$ cat src/rtl/bin_to_sseg_scan_pkg.sv
// rtl/bin_to_sseg_scan_pkg.sv - shared constants, converter state enum and BCD helper
package bin_to_sseg_scan_pkg;

  localparam logic [3:0] BCD_ERR      = 4'hE;
  localparam int         N_DIGITS_DEF = 4;
  localparam int         W_BIN_DEF    = 14;

  typedef enum logic [1:0] {IDLE, SHIFT, COMMIT} conv_state_e;

  // Double-dabble correction applied to a nibble before each shift.
  function automatic logic [3:0] add3(input logic [3:0] n);
    return (n >= 4'd5) ? n + 4'd3 : n;
  endfunction

endpackage

$ cat src/rtl/bin_to_sseg_scan_bin2bcd_seq.sv
// rtl/bin_to_sseg_scan_bin2bcd_seq.sv - sequential shift-and-add-3 binary to BCD converter
module bin2bcd_seq
  import bin_to_sseg_scan_pkg::*;
#(
  parameter int N_DIGITS = N_DIGITS_DEF,
  parameter int W_BIN    = W_BIN_DEF
) (
  input  logic                  clk,
  input  logic                  rst,
  input  logic                  load,
  input  logic [W_BIN-1:0]      bin_in,
  output logic                  busy,
  output logic                  done,
  output logic                  over,
  output logic [4*N_DIGITS-1:0] bcd
);

  localparam int               CNT_W   = $clog2(W_BIN + 1);
  localparam logic [W_BIN-1:0] MAX_VAL = W_BIN'(10 ** N_DIGITS - 1);

  conv_state_e           state_q, state_d;
  logic [CNT_W-1:0]      cnt_q, cnt_d;
  logic [W_BIN-1:0]      bin_q, bin_d;
  logic [4*N_DIGITS-1:0] scr_q, scr_d;
  logic                  over_q, over_d;
  logic                  busy_q, busy_d;
  logic                  done_q, done_d;

  logic [4*N_DIGITS-1:0]       adj;
  logic [4*N_DIGITS+W_BIN-1:0] shifted;

  always_comb begin
    state_d = state_q;
    cnt_d   = cnt_q;
    bin_d   = bin_q;
    scr_d   = scr_q;
    over_d  = over_q;
    busy_d  = busy_q;
    done_d  = 1'b0;
    for (int i = 0; i < N_DIGITS; i++) begin
      adj[4*i +: 4] = add3(scr_q[4*i +: 4]);
    end
    shifted = {adj, bin_q} << 1;
    case (state_q)
      IDLE: begin
        if (load) begin
          bin_d   = bin_in;
          scr_d   = '0;
          over_d  = (bin_in > MAX_VAL);
          cnt_d   = '0;
          busy_d  = 1'b1;
          state_d = SHIFT;
        end
      end
      SHIFT: begin
        scr_d = shifted[4*N_DIGITS+W_BIN-1 -: 4*N_DIGITS];
        bin_d = shifted[W_BIN-1:0];
        cnt_d = cnt_q + CNT_W'(1);
        if (cnt_q == CNT_W'(W_BIN - 1)) begin
          state_d = COMMIT;
          done_d  = 1'b1;
        end
      end
      COMMIT: begin
        busy_d  = 1'b0;
        state_d = IDLE;
      end
      default: state_d = IDLE;
    endcase
  end

  // done is high for exactly the COMMIT cycle so the consumer latches on the COMMIT edge.
  always_ff @(posedge clk) begin
    if (rst) begin
      state_q <= IDLE;
      cnt_q   <= '0;
      bin_q   <= '0;
      scr_q   <= '0;
      over_q  <= 1'b0;
      busy_q  <= 1'b0;
      done_q  <= 1'b0;
    end else begin
      state_q <= state_d;
      cnt_q   <= cnt_d;
      bin_q   <= bin_d;
      scr_q   <= scr_d;
      over_q  <= over_d;
      busy_q  <= busy_d;
      done_q  <= done_d;
    end
  end

  assign busy = busy_q;
  assign done = done_q;
  assign over = over_q;
  assign bcd  = scr_q;

endmodule

$ cat src/rtl/bin_to_sseg_scan.sv
// rtl/bin_to_sseg_scan.sv - binary to multiplexed BCD digit scanner with leading-zero blanking
module bin_to_sseg_scan
  import bin_to_sseg_scan_pkg::*;
#(
  parameter int N_DIGITS    = N_DIGITS_DEF,
  parameter int W_BIN       = W_BIN_DEF,
  parameter int REFRESH_DIV = 50000
) (
  input  logic                clk,
  input  logic                rst,
  input  logic [W_BIN-1:0]    bin_in,
  input  logic                load,
  input  logic                blank_lz,
  output logic                busy,
  output logic                ovf,
  output logic [3:0]          bcd_out,
  output logic [N_DIGITS-1:0] an
);

  localparam int DIV_W = (REFRESH_DIV > 1) ? $clog2(REFRESH_DIV) : 1;
  localparam int IDX_W = (N_DIGITS > 1) ? $clog2(N_DIGITS) : 1;

  logic                  conv_busy, conv_done, conv_over;
  logic [4*N_DIGITS-1:0] conv_bcd;

  bin2bcd_seq #(
    .N_DIGITS (N_DIGITS),
    .W_BIN    (W_BIN)
  ) u_conv (
    .clk    (clk),
    .rst    (rst),
    .load   (load),
    .bin_in (bin_in),
    .busy   (conv_busy),
    .done   (conv_done),
    .over   (conv_over),
    .bcd    (conv_bcd)
  );

  logic [4*N_DIGITS-1:0] disp_q, disp_d;
  logic                  ovf_q, ovf_d;
  logic [DIV_W-1:0]      div_q, div_d;
  logic [IDX_W-1:0]      idx_q, idx_d;
  logic [3:0]            bcd_q, bcd_d;
  logic [N_DIGITS-1:0]   an_q, an_d;

  logic             wrap;
  logic [IDX_W-1:0] nidx;
  logic             lz_run;
  logic             lz_sel;

  always_comb begin
    disp_d = disp_q;
    ovf_d  = ovf_q;
    idx_d  = idx_q;
    bcd_d  = bcd_q;
    an_d   = an_q;
    if (conv_done) begin
      disp_d = conv_over ? {N_DIGITS{BCD_ERR}} : conv_bcd;
      ovf_d  = conv_over;
    end
    wrap  = (div_q == DIV_W'(REFRESH_DIV - 1));
    div_d = wrap ? '0 : div_q + DIV_W'(1);
    nidx  = (idx_q == IDX_W'(N_DIGITS - 1)) ? '0 : idx_q + IDX_W'(1);
    // Walk from the MSD down: a digit is a leading zero if it and everything above it is zero.
    lz_run = 1'b1;
    lz_sel = 1'b0;
    for (int i = N_DIGITS - 1; i >= 0; i--) begin
      lz_run = lz_run && (disp_q[4*i +: 4] == 4'h0);
      if (IDX_W'(i) == nidx) begin
        lz_sel = lz_run && (i != 0);
      end
    end
    if (wrap) begin
      idx_d = nidx;
      bcd_d = disp_q[4*nidx +: 4];
      an_d  = (blank_lz && !ovf_q && lz_sel) ? '1 : ~(N_DIGITS'(1) << nidx);
    end
  end

  always_ff @(posedge clk) begin
    if (rst) begin
      disp_q <= '0;
      ovf_q  <= 1'b0;
      div_q  <= '0;
      idx_q  <= IDX_W'(N_DIGITS - 1);
      bcd_q  <= 4'h0;
      an_q   <= '1;
    end else begin
      disp_q <= disp_d;
      ovf_q  <= ovf_d;
      div_q  <= div_d;
      idx_q  <= idx_d;
      bcd_q  <= bcd_d;
      an_q   <= an_d;
    end
  end

  assign busy    = conv_busy;
  assign ovf     = ovf_q;
  assign bcd_out = bcd_q;
  assign an      = an_q;

endmodule

$ cat config.mk
export PLATFORM = sky130hd
export DESIGN_NAME = bin_to_sseg_scan
export DESIGN_NICKNAME = d
export VERILOG_FILES = /design/src/rtl/bin_to_sseg_scan_pkg.sv /design/src/rtl/bin_to_sseg_scan_bin2bcd_seq.sv /design/src/rtl/bin_to_sseg_scan.sv
export SDC_FILE = /design/constraint.sdc
export NUM_CORES = 1
export LEC_CHECK = 0
export BUFFER_PORTS_ARGS = -buffer_cell sky130_fd_sc_hd__buf_2
export CORE_MARGIN = 3
export CORE_UTILIZATION = 60
export DETAILED_ROUTE_END_ITERATION = 10
export GPL_TIMING_DRIVEN = 0
export HOLD_SLACK_MARGIN = 0.05
export PLACE_DENSITY = 0.8
export RECOVER_POWER = 50
export SLEW_MARGIN = 25
export SYNTH_ARGS = -nofsm -noshare
export SYNTH_HDL_FRONTEND = slang
export SYNTH_SLANG_ARGS = --single-unit
$ cat constraint.sdc
create_clock -name clk -period 4.1 [get_ports clk]
set_clock_uncertainty 0.1 [all_clocks]
set_input_delay 0.205 -clock clk [delete_from_list [all_inputs] [get_ports clk]]
set_output_delay 0.205 -clock clk [all_outputs]
set_load 0.05 [all_outputs]
# Word level (Yosys, flattened, before mapping)

Cells that the tools add are included.

Input bits: 18
Register bits: 82

Shifts and indexed selects: 2
Bitwise logic cells: 2
Reduce and logical (&&, ||, !) cells: 18
Order comparisons: 5
Add/subtract/negate cells: 7
Muxes and demuxes: 23
Equal/unequal tests: 10

Operators by type and width:

| kind                  | number |
|---|---|
| $mux 16               | 2 |
| $pmux 16 s2           | 1 |
| $pmux 14 s2           | 1 |
| $mux 4                | 5 |
| $add 16x1->16 const B | 1 |
| $eq 16x16->1 const B  | 1 |
| $ge 4x3->1 const B    | 4 |
| $shiftx 16x5->4       | 1 |
| $gt 14x14->1 const B  | 1 |
| $mux 14               | 1 |
| $add 4x2->4 const B   | 3 |
| $logic_not 4->1       | 3 |
| $pmux 4 s2            | 1 |
| $reduce_and 2->1      | 4 |
| $mux 1                | 6 |
| $mux 2                | 3 |
| $add 4x1->4 const B   | 1 |
| $eq 2x2->1 const A    | 2 |
| $eq 2x2->1 const B    | 2 |
| $eq 4x4->1 const B    | 1 |
| $logic_and 1x1->1     | 4 |
| $logic_not 2->1       | 2 |
| $not 4->4             | 1 |
| $pmux 2 s2            | 1 |
| 13 further kinds      | 15 |

# Logic depth before layout (Yosys ltp)

Depth in word-level cells: 9
Depth in mapped cells: 7

# Hierarchy

Synthesis repeated with hierarchy kept, for this count alone.

Cells, all modules: 430
Area, all modules: 3768.6 um^2

By module, submodules not included:

| module           | area an instance (um^2) | seq. area each (um^2) | cells an instance | instances |
|---|---|---|---|---|
| bin_to_sseg_scan | 1885.6                  | 860.8                 | 203               | 1 |
| bin2bcd_seq      | 1883.1                  | 780.7                 | 227               | 1 |

# Least setup slack after synthesis

Ideal clock, no wire load.

Kind: register to register
From: reg div_q[0]
To: reg bcd_q[0], in the netlist bcd_out[0]
Slack: 2.207 ns
Required time: 3.883 ns
Data arrival time: 1.677 ns
Cell stages (with the launch flop): 6
Clock period less this slack: 1.893 ns
Path buffers: 0
Cell sequence: dfxtp_1 ha_1 nand3_1 o41ai_4 inv_2 a22o_1

Longest elaborated chain between the ends: 1

Ends and longest elaborated chain:

| item                   | RTL line               | RTL |
|---|---|---|
| from (decl)            | bin_to_sseg_scan.sv:42 | `logic [DIV_W-1:0] div_q, div_d;` |
| from (signal assigned) | bin_to_sseg_scan.sv:92 | `div_q <= div_d;` |
| $eq 16x16->1           | bin_to_sseg_scan.sv:62 | `wrap = (div_q == DIV_W'(REFRESH_DIV - 1));` |
| to (signal assigned)   | bin_to_sseg_scan.sv:87 | `bcd_q <= 4'h0;` |
| to (signal assigned)   | bin_to_sseg_scan.sv:94 | `bcd_q <= bcd_d;` |
| to (decl)              | bin_to_sseg_scan.sv:44 | `logic [3:0] bcd_q, bcd_d;` |

No other way between the ends.
A chain may end at the register's enable or synchronous reset.

# Final worst setup path

From: reg div_q[0]
To: reg div_q[12]

Longest elaborated chain between the ends: 2
Elaborated cells on any way between the ends: 3
Classes of those cells: add/sub: 1; eq/ne: 1; reduce/logical: 1

Ends and longest elaborated chain:

| item |
|---|
| parallel branches: the longest is 2 deep, another holds $add 16x1->16 |

Parallel ways; which one is timed is not known.

==> impl_metrics.env <==
export IMPL_coreArea_sq_mm=0.00599
export IMPL_switching_share_pct=22.0
export IMPL_grt_pass1_wl_mm=14.3
export IMPL_worst_ep_required_time_ns=4.23
export IMPL_setup_viol=0
export IMPL_antenna_found_initial=0
export IMPL_slew_headroom_pct=56.7
export IMPL_remaining_drc_errors=0
export IMPL_fill_cells=498
export IMPL_total_power_mw=1.69
export IMPL_min_delay_path_depth=3
export IMPL_clk_path_buf_depth=2
export IMPL_place_area_sq_mm=0.00396
export IMPL_drt_pass1_iterations=5
export IMPL_slowest_stage="o41ai_4"
export IMPL_path_class="flip-flop to flip-flop"
export IMPL_numPlacedInstances=526
export IMPL_numCtsBuffers=9
export IMPL_pwr_share_clk_pct=44.8
export IMPL_synth_most_common_cell="dfxtp_1"
export IMPL_yosysTopAreaCellShare_pct=43.9
export IMPL_synthFlopType="dfxtp_1"
export IMPL_stdcell_count=543
export IMPL_status="complete, no violations"
export IMPL_clk_latency_ns=0.35
export IMPL_grt_overflow=0
export IMPL_final_setup_tns_ns=0
export IMPL_min_from="bin_in[13]"
export IMPL_slowest_delay_ns=0.68
export IMPL_p_int_mw=1.32
export IMPL_die_y_microns=85.0
export IMPL_initial_utilization_pct=62.4
export IMPL_ys_seq_elements=82
export IMPL_reg2reg_from="div_q[0]"
export IMPL_grt_pass1_vias=3176
export IMPL_fmax_mhz=451
export IMPL_synthDistinctLibCells=42
export IMPL_maxCapViolations=0
export IMPL_ant_nets=0
export IMPL_root_buffer="clkbuf_8"
export IMPL_drive_gt1_share_pct=9.62
export IMPL_grt_max_degree=15
export IMPL_synth_seq_area_share_pct=43.9
export IMPL_path_cells="ha_1 -> nand3_1 -> o41ai_4 -> buf_2 -> nor2_1"
export IMPL_track_usage_pct=24.3
export IMPL_p_switching_mw=0.372
export IMPL_via_per_inst=5.87
export IMPL_htree_levels=3
export IMPL_syn_area_per_cell_sq_um=8.80
export IMPL_timing_hold_ws_ns=0.0924
export IMPL_start_kind="flip-flop"
export IMPL_synth_edff_count=0
export IMPL_syn_nets=459
export IMPL_dp_slack_ns=1.89
export IMPL_dp_hpwl_mm=5.88
export IMPL_rsz0062_at_grt="no"
export IMPL_synthTopCellsByArea="dfxtp_1 44%, nor2_1 6.3%, a21oi_1 5.5%"
export IMPL_syn_inst=425
export IMPL_hold_path_class="input port to flip-flop"
export IMPL_pwr_share_comb_pct=5.9
export IMPL_synth_async_reset_ratio_pct=0
export IMPL_worst_slack_ns=1.88
export IMPL_clock_sinks=82
export IMPL_worstPathArrival_ns=2.35
export IMPL_path_clk_slew_ns=0.08
export IMPL_cp_end_kind="flip-flop"
export IMPL_critical_path_top_delay_family="compound AO/OA/AOI/OAI gates"
export IMPL_power_density_mw_per_mm2=400
export IMPL_synth_common_cells="82 x dfxtp_1, 63 x nor2_1, 41 x a21oi_1"
export IMPL_vias=3188
export IMPL_antenna_cells=0
export IMPL_worstPathBufferInverterCount=1
export IMPL_ff2ff_setup_slack_ns=1.88
export IMPL_postCtsHoldBufs=1
export IMPL_cts_setup_buffers=0
export IMPL_final_min_clock_period_ns=2.22
export IMPL_regToRegEndpoint="div_q[12]"
export IMPL_numPortBuffers=26
export IMPL_period_share_pct=54.1
export IMPL_tritoncts="done"
export IMPL_wl_per_cell_microns=15.0
export IMPL_yosysWarnings=0
export IMPL_peakVddDrop_v=0.000270
export IMPL_drt_wl_total_mm=8.14
export IMPL_r2r_cells=5
export IMPL_cts_resized_gates=0
export IMPL_layout_nets=497
export IMPL_num_rows=28
export IMPL_drv_slew=0
export IMPL_syn_to_final_growth_pct=12.9
export IMPL_whs_endpoint="u_conv.over"
export IMPL_gp_congestion=0.797
export IMPL_drt_iter0_drc=204
export IMPL_hold_viol=0
export IMPL_leakagePower_nw=1.57
export IMPL_die_area_sq_mm=0.00722
export IMPL_crit_path_max_fanout=10
export IMPL_seq_power_share_pct=49.3
export IMPL_die_w_microns=85.0
export IMPL_ioPinCount=28
export IMPL_syn_area_sq_mm=0.00374
export IMPL_utilization_pct=70.5
export IMPL_fin_area_sq_mm=0.00422
export IMPL_worst_pin_slew_ns=0.647
export IMPL_post_synth_top_area_cell="dfxtp_1"
==> registers in the layout, summed over array words and instances, names as in the netlist <==
| signal | flops |
|---|---|
| disp_q | 16 |
| div_q | 16 |
| u_conv.bcd | 16 |
| u_conv.bin_q | 14 |
| idx_q | 2 |
| bcd_out | 4 |
| u_conv.state_q | 2 |
| u_conv.busy | 1 |
| ovf | 1 |
| u_conv.cnt_q | 4 |
| u_conv.over | 1 |
| an | 4 |
| u_conv.done | 1 |
==> worst min-delay path: stages <==
cell	delay, ns
buf_2	0.10
o311ai_0	0.10
a21oi_1	0.08
==> per-layer routing <==
layer | wire length (microns) | global-route usage, % | up-vias | share of wire (%)
met5 | 0 | 0 | - | 0
met4 | 99 | 9.78 | 0 | 1.2
met3 | 432 | 4.08 | 10 | 5.3
met2 | 3810 | 39.5 | 91 | 47
met1 | 3800 | 32.1 | 1487 | 47
li1 | - | - | 1600 | -
==> worst max-delay path by stage <==
stage	startpoint	endpoint	slack, ns	cells after the start
final	div_q[0]	div_q[12]	1.88	5
after global routing	u_conv.state_q[1]	u_conv.bcd[7]	1.63	7
after CTS	div_q[0]	div_q[12]	1.88	5
after detailed placement	div_q[0]	div_q[12]	1.89	5
after global placement	div_q[0]	bcd_out[1]	1.93	5
after floorplan	div_q[0]	bcd_out[0]	2.21	5
==> layout by cell type (no fill, tap or decap), types with 13 or more instances in the layout <==
cell type	instances
a21oi_1	41
buf_2	17
clkbuf_1	32
dfxtp_1	82
ha_1	16
inv_1	18
nand2_1	20
nor2_1	63
nor3_1	13
o21ai_0	22
xnor2_1	15
==> area by class of cell <==
cell class	count	area [sq um]	share of cell area [%]
clock inverter	7	141	3.35
inverter	19	71.3	1.69
tap	75	93.8	2.22
multi-input combinational	301	1940	45.8
clock buffer	9	124	2.93
timing repair buffer	27	128	3.02
buffer	23	87.6	2.07
sequential	82	1640	38.9
==> power by group through the flow <==
| stage | Combinational, mW | Clock [mW] | Sequential, mW |
|---|---|---|---|
| detailed placement | 0.0994 | 0 | 0.851 |
| CTS | 0.100 | 0.767 | 0.832 |
| global placement | 0.0959 | 0 | 0.850 |
| global route | 0.115 | 0.801 | 0.835 |
| finish | 0.100 | 0.756 | 0.832 |
| floorplan | 0.0660 | 0 | 0.849 |
==> cells by family after synthesis <==
| kind of cell | share of synthesized area, % |
|---|---|
| buffers and inverters | 4.25 |
| multiplexers | 4.35 |
| AND/OR/NAND/NOR | 19.0 |
| XOR/XNOR | 4.45 |
| flip-flops | 43.9 |
| AO/OA/AOI/OAI | 18.7 |
| adder cells (fa/ha/maj) | 5.35 |
(Power assumes the default switching activity.)
